<file path="src/rtl/reg_ctrl_pkg.sv">
// Shared definitions for register_ctrl: default widths, opcode values and FSM state encoding.
package reg_ctrl_pkg;

  localparam int DEF_DATA_W = 4;
  localparam int DEF_OP_W   = 4;

  localparam logic [DEF_OP_W-1:0] OP_NOP  = 4'd0;
  localparam logic [DEF_OP_W-1:0] OP_CLR  = 4'd1;
  localparam logic [DEF_OP_W-1:0] OP_LOAD = 4'd2;
  localparam logic [DEF_OP_W-1:0] OP_INC  = 4'd3;
  localparam logic [DEF_OP_W-1:0] OP_DEC  = 4'd4;
  localparam logic [DEF_OP_W-1:0] OP_SHR  = 4'd5;
  localparam logic [DEF_OP_W-1:0] OP_SHL  = 4'd6;
  localparam logic [DEF_OP_W-1:0] OP_ROR  = 4'd7;
  localparam logic [DEF_OP_W-1:0] OP_ROL  = 4'd8;
  localparam logic [DEF_OP_W-1:0] OP_ASR  = 4'd9;

  typedef enum logic {
    ST_IDLE = 1'b0,
    ST_EXEC = 1'b1
  } state_t;

endpackage

</file>
<file path="src/rtl/register_ctrl.sv">
// Command sequencer that expands opcode/count commands into strobes for a 4-bit register.
// Optional REG_CTRL_ABORT_EN adds an abort input and an aborted pulse output.
module register_ctrl
  import reg_ctrl_pkg::*;
#(
  parameter int DATA_W = DEF_DATA_W,
  parameter int OP_W   = DEF_OP_W
) (
  input  logic              clk,
  input  logic              rst_n,
  input  logic              cmd_valid,
  output logic              cmd_ready,
  input  logic [OP_W-1:0]   cmd_op,
  input  logic [DATA_W-1:0] cmd_arg,
  input  logic [DATA_W-1:0] reg_q,
  output logic              cl,
  output logic              ld,
  output logic [DATA_W-1:0] ld_data,
  output logic              inc,
  output logic              dec,
  output logic              sr,
  output logic              ir,
  output logic              sl,
  output logic              il,
  output logic              done,
`ifdef REG_CTRL_ABORT_EN
  input  logic              abort,
  output logic              aborted,
`endif
  output logic              err
);

  state_t              state;
  logic [OP_W-1:0]     op_q;
  logic [DATA_W-1:0]   arg_q;
  logic [DATA_W-1:0]   count;
  logic [DATA_W-1:0]   count_n;
  logic                err_q;
  logic                op_legal;
  logic                last;
  logic                active;
  logic                abort_hit;
  logic                reg_q_unused;

`ifdef REG_CTRL_ABORT_EN
  assign abort_hit = abort && (state == ST_EXEC);
  assign aborted   = abort_hit;
`else
  assign abort_hit = 1'b0;
`endif

  // Handshake: a command transfers on any cycle where cmd_valid && cmd_ready;
  // cmd_ready is high only in IDLE, so the source must hold its command until then.
  assign cmd_ready = (state == ST_IDLE);
  assign op_legal  = (cmd_op <= OP_ASR);
  assign last      = (state == ST_EXEC) && (count <= DATA_W'(1)) && !abort_hit;
  assign active    = (state == ST_EXEC) && (count != '0) && !abort_hit;
  assign done      = last;
  assign err       = err_q;
  assign ld_data   = arg_q;
  assign reg_q_unused = ^reg_q[DATA_W-2:1];

  always_comb begin
    count_n = '0;
    case (cmd_op)
      OP_CLR, OP_LOAD: count_n = DATA_W'(1);
      OP_INC, OP_DEC, OP_SHR, OP_SHL,
      OP_ROR, OP_ROL, OP_ASR: count_n = cmd_arg;
      default: count_n = '0;
    endcase
  end

  // Fill bits follow live reg_q so each step sees the previous strobe's result.
  always_comb begin
    cl  = 1'b0;
    ld  = 1'b0;
    inc = 1'b0;
    dec = 1'b0;
    sr  = 1'b0;
    ir  = 1'b0;
    sl  = 1'b0;
    il  = 1'b0;
    if (active) begin
      case (op_q)
        OP_CLR:  cl = 1'b1;
        OP_LOAD: ld = 1'b1;
        OP_INC:  inc = 1'b1;
        OP_DEC:  dec = 1'b1;
        OP_SHR:  sr = 1'b1;
        OP_SHL:  sl = 1'b1;
        OP_ROR:  begin sr = 1'b1; ir = reg_q[0];        end
        OP_ROL:  begin sl = 1'b1; il = reg_q[DATA_W-1]; end
        OP_ASR:  begin sr = 1'b1; ir = reg_q[DATA_W-1]; end
        default: ;
      endcase
    end
  end

  always_ff @(posedge clk or negedge rst_n) begin
    if (!rst_n) begin
      state <= ST_IDLE;
      op_q  <= '0;
      arg_q <= '0;
      count <= '0;
      err_q <= 1'b0;
    end else begin
      err_q <= 1'b0;
      case (state)
        ST_IDLE: begin
          if (cmd_valid) begin
            op_q  <= cmd_op;
            arg_q <= cmd_arg;
            if (op_legal) begin
              count <= count_n;
              state <= ST_EXEC;
            end else begin
              count <= '0;
              err_q <= 1'b1;
            end
          end
        end
        ST_EXEC: begin
          if (count != '0) count <= count - DATA_W'(1);
          if (last || abort_hit) state <= ST_IDLE;
        end
        default: state <= ST_IDLE;
      endcase
    end
  end

endmodule

</file>
<file path="config.mk">
export PLATFORM = sky130hd
export DESIGN_NAME = register_ctrl
export DESIGN_NICKNAME = d
export VERILOG_FILES = /design/src/rtl/reg_ctrl_pkg.sv /design/src/rtl/register_ctrl.sv
export SDC_FILE = /design/constraint.sdc
export NUM_CORES = 1
export LEC_CHECK = 0
export BUFFER_PORTS_ARGS = -buffer_cell sky130_fd_sc_hd__buf_4
export CAP_MARGIN = 15
export CORE_UTILIZATION = 51
export CTS_CLUSTER_DIAMETER = 200
export DETAILED_ROUTE_END_ITERATION = 12
export PLACE_DENSITY_LB_ADDON = 0.2
export SLEW_MARGIN = 20
export SYNTH_ARGS = -nofsm -noshare
export SYNTH_HDL_FRONTEND = slang
export SYNTH_SLANG_ARGS = --single-unit
</file>
<file path="constraint.sdc">
create_clock -name clk -period 3.1 [get_ports clk]
set_input_delay 0.155 -clock clk [delete_from_list [all_inputs] [get_ports clk]]
set_output_delay 0.155 -clock clk [all_outputs]
set_load 0.02 [all_outputs]
</file>
After elaboration in Yosys (flattened, before gate mapping). Index checks and enable logic that the tools add are counted.

Add/subtract/negate cells: 1. Magnitude comparators: 2. Equality and inequality tests: 20. Mux-type cells: 28. Bitwise logic cells: 1. Reductions and logical operators: 9.

Operator list (count): 4-bit by 3-bit equality test with 1-bit output (second input constant) (8); 1-bit two-way mux (21); 4-bit by 2-bit equality test with 1-bit output (second input constant) (4); 4-bit equality test (second input constant) (4); 4-bit one-hot mux with 2 select lines (2); 4-bit two-way mux (3); 4-bit by 1-bit equality test with 1-bit output (second input constant) (2); 7-bit OR reduction (1); 4-bit by 1-bit <= comparator with 1-bit output (second input constant) (1); 4-bit <= comparator (second input constant) (1); 1-bit one-hot mux with 2 select lines (2); 2-bit AND reduction (2); 4-bit nonzero test (1); 2-bit OR reduction (2); 4-bit by 1-bit subtractor with 4-bit output (second input constant) (1); 3-bit OR reduction (1); 1-bit logical AND (2); 2-bit by 1-bit != test with 1-bit output (second input constant) (1); 2-bit != test (second input constant) (1); 1-bit NOT (1).

Flip-flop bits (word level): 14. Input bits: 15. Output and inout port bits: 15. Word-level logic and storage cells: 66.

Longest topological paths before layout.
Depth in word-level cells: 6. Mapped depth: 5. Depth with buffers taken out: 5.

Worst setup path before layout. OpenSTA, ideal clock, no wires.

Kind: reg2out. Start point: reg count[0]. End point: out cl. Data arrival time: 1.631 ns. Data required time: 2.945 ns. Slack: 1.314 ns. Cell stages (with the launch flop): 6. Buffers on the path: 0. Cells stage by stage: dfrtp_1 -> inv_1 -> ha_1 -> or3b_2 -> nand3_1 -> nor4_1.

Cells in the longest elaborated chain, start to end: 3.

RTL lines: start: declaration (RTL line register_ctrl.sv:36) `logic [DATA_W-1:0] count;`; start signal: assignment (RTL line register_ctrl.sv:114) `count <= count_n;`; start signal: assignment (RTL line register_ctrl.sv:123) `if (count != '0) count <= count - DATA_W'(1);`; 4-bit nonzero test (RTL line register_ctrl.sv:57) `assign active = (state == ST_EXEC) && (count != '0) && !abort_hit;`; 1-bit logical AND (RTL line register_ctrl.sv:57); 1-bit two-way mux (RTL line register_ctrl.sv:83) `if (active) begin`; end: declaration (RTL line register_ctrl.sv:16) `output logic cl,`.

No other way between the ends.

Worst setup path after layout.
Start point: reg count[0]. End point: out dec.

Cells in the longest elaborated chain, start to end: 3.

RTL lines: 4-bit nonzero test (RTL line register_ctrl.sv:57); 1-bit logical AND (RTL line register_ctrl.sv:57); 1-bit two-way mux (RTL line register_ctrl.sv:83); end: declaration (RTL line register_ctrl.sv:20) `output logic dec,`.

No other way between the ends.

==> metrics.md <==
| Metric | Value |
|---|---|
| Number of global-route vias before repair | `766` |
| Core area | `1380 um2` |
| Worst-Skew Late Latency | `280 ps` |
| Setup TNS Final | `0 ps` |
| Post-DP HPWL | `1.40 mm` |
| Setup slack after layout | `1020 ps` |
| Worst slew pin tran | `542 ps` |
| Synth top area share | `43.7%` |
| Cell area power density | `910 nW/um2` |
| GPL Wtd Cong | `0.811` |
| Peak VDD IR | `0.587 mV` |
| Post-Layout Cell Count | `141` |
| Crit Path Class | `reg2out` |
| Register bit total from synthesis | `14` |
| Clock buffer depth | `2` |
| Setup slack at placement | `1330 ps` |
| Max Clock Skew | `2.86 ps` |
| Syn_nets | `115` |
| Pre-antenna DRT Iters | `4` |
| Wire per inst | `13.1 um` |
| Placed instance area | `1010 um2` |
| TritonCTS clock tree | `yes` |
| CP Capture Type | `output port` |
| Fmax | `480 MHz` |
| Starting Density | `58.0%` |
| Synth unique cells | `29` |
| Final Max Tran Viols | `0` |
| Ys flop type | `dfrtp_1` |
| DR vias/cell | `5.76` |
| # setup viols final | `0` |
| Worst path max stage delay | `510 ps` |
| Startpoint Class | `flip-flop` |
| Antenna violations before repair | `0` |
| Final Util | `75.6%` |
| Peak fanout along the critical path | `5` |
| Share of cells above drive strength 1 | `27.0%` |
| Worst endpoint data arrival time | `1930 ps` |
| Register area share after synthesis | `43.7%` |
| DRC | `0` |
| Nets@finish | `145` |
| Mean post-synth cell area | `8.18 um2` |
| Worst path required time | `2940 ps` |
| Post-Synthesis Cells | `98` |
| Clk sink count | `14` |
| Die Ht | `41.7 um` |
| Synth-to-layout area growth | `30.3%` |
| Post-synth EDFFs | `0` |
| Synth area leader | `dfrtp_1` |
| CTS resizes | `0` |
| Worst slew margin | `63.8%` |
| Clock transition at path regs | `80 ps` |
| Final worst path period share | `67.1%` |
| Ant diodes | `0` |
| Post-Syn Area | `802 um2` |
| Top-count cell post-synth | `nand2_1` |
| First-pass GRT wire length | `3.24 mm` |
| DRT Wirelength | `1.84 mm` |
| Crit-path slowest cell | `or3b_2` |
| Largest net degree at the start of global routing | `15` |
| Fin crit period | `2080 ps` |
| GR Util All Layers | `23.6%` |
| CTS Buf Count | `3` |
| Die X-Extent | `41.7 um` |
| Crit path cell chain | `inv_1, ha_1, or3b_2, nand3b_1, nor3_1, buf_4` |
| Die area | `1740 um2` |
| Gr ovfl total | `0` |
| Port Buffers | `27` |
| Tightest Hold Check Type | `in2reg` |
| Synth top cells by count | `nand2_1 (23), dfrtp_1 (14), nor2_1 (10)` |
| YS warnings | `0` |
| H-tree Lvls | `1` |
| Fraction of synthesis flops using an asynchronous set or reset pin | `100%` |
| RSZ-0062 raised after global routing | `no` |
| Routed Antenna Nets | `0` |
| Placed cell count | `137` |
| Max Cap Violations | `0` |
| Final-report hold violation count | `0` |
| # rows | `13` |
| Outcome | `finished clean` |
| Top cells by area, synth | `dfrtp_1 (44%), nand2_1 (11%), nor2_1 (4.7%)` |
| Fin area | `1040 um2` |
| Reg-to-reg setup timing slack | `1340 ps` |
| Via count | `812` |
| Root Driver | `clkbuf_4` |
| Top-Level Pins | `30` |
| Leakage power | `0.520 nW` |
| Drt first-iter violations | `16` |
## path summary, 6_finish.rpt
path	from	to	depth (start not counted)
min in group asynchronous	rst_n	err	2
max in group asynchronous	rst_n	count[1]	2
hold / removal	cmd_arg[1]	ld_data[1]	3
setup / recovery	count[0]	dec	6
setup reg to reg	state	count[3]	3
hold reg to reg	ld_data[2]	ld_data[2]	2
## where the power goes
group	internal [mW]	switching [mW]	leakage [nW]
Combinational	0.216	0.267	0.332
Sequential	0.266	0.100	0.173
Clock	0.0451	0.0570	0.0138
## cells in the final DEF, fill, tap and decap left out, drive strengths merged
master,Yosys,final
and2,1,1
ha,2,2
a21oi,4,4
nand2b,3,3
a31o,1,1
or3b,1,1
nand2,23,23
a22o,1,1
a31oi,1,1
or2,1,1
clkbuf,3,3
nor2b,3,3
nand4bb,1,1
nor2,10,10
o211ai,1,1
inv,5,5
o2111ai,1,1
nand3b,1,1
nand4b,1,1
nand3,5,5
o311ai,1,1
or4b,2,2
nor3,2,2
o221a,1,1
o21ai,6,6
a211oi,1,1
dlygate4sd3,0,1
a21o,1,1
nor4,1,1
dfrtp,14,14
buf,0,27
## registers in the layout, summed over array words and instances, names as in the netlist
register,cells
count,4
ld_data,4
op_q,4
err,1
state,1
## timing repair
action,in CTS,in global routing
hold buffers,1,0
buffers inserted,0,0
endpoints found under the hold margin,14,0
## metrics by stage
step / power, mW / hold slack (ps)
final: 0.951 / 67.5
after global routing: 1.03 / 108
after CTS: 0.953 / 73.2
after detailed placement: 0.849 / 15.9
after global placement: 0.825 / 13.3
after floorplan: 0.674 / -141
## cells by family (layout without fill, tap and decap cells)
logic type / after synthesis / in the layout / share of synthesized area, %
adder cells (fa/ha/maj): 2 / 2 / 3.12
AND/OR/NAND/NOR: 55 / 55 / 33.9
flip-flops: 14 / 14 / 43.7
AO/OA/AOI/OAI: 19 / 19 / 15.6
buffers and inverters: 8 / 36 / 3.74
## layout make-up
class | count | area [um2]
flip-flops and latches | 14 | 350
well taps | 15 | 18.8
clock buffers | 3 | 22.5
multi-input cells | 76 | 422
repair buffers | 28 | 213
inverters | 5 | 18.8
fillers | 113 | 338
## layer usage
layer	GRT usage (%)	wire length, um
met1	29.7	803
met2	41.6	918
met3	3.48	99
met4	7.10	21
met5	0	0
## worst max-delay path: cells and delay by family (launching register included)
kind / cells / cell delay [ps]
fa+ha+maj: 1 / 230
buf+inv: 2 / 230
simple gates: 3 / 760
flops: 1 / 420
Note: power is estimated with default switching activity, not from simulation.
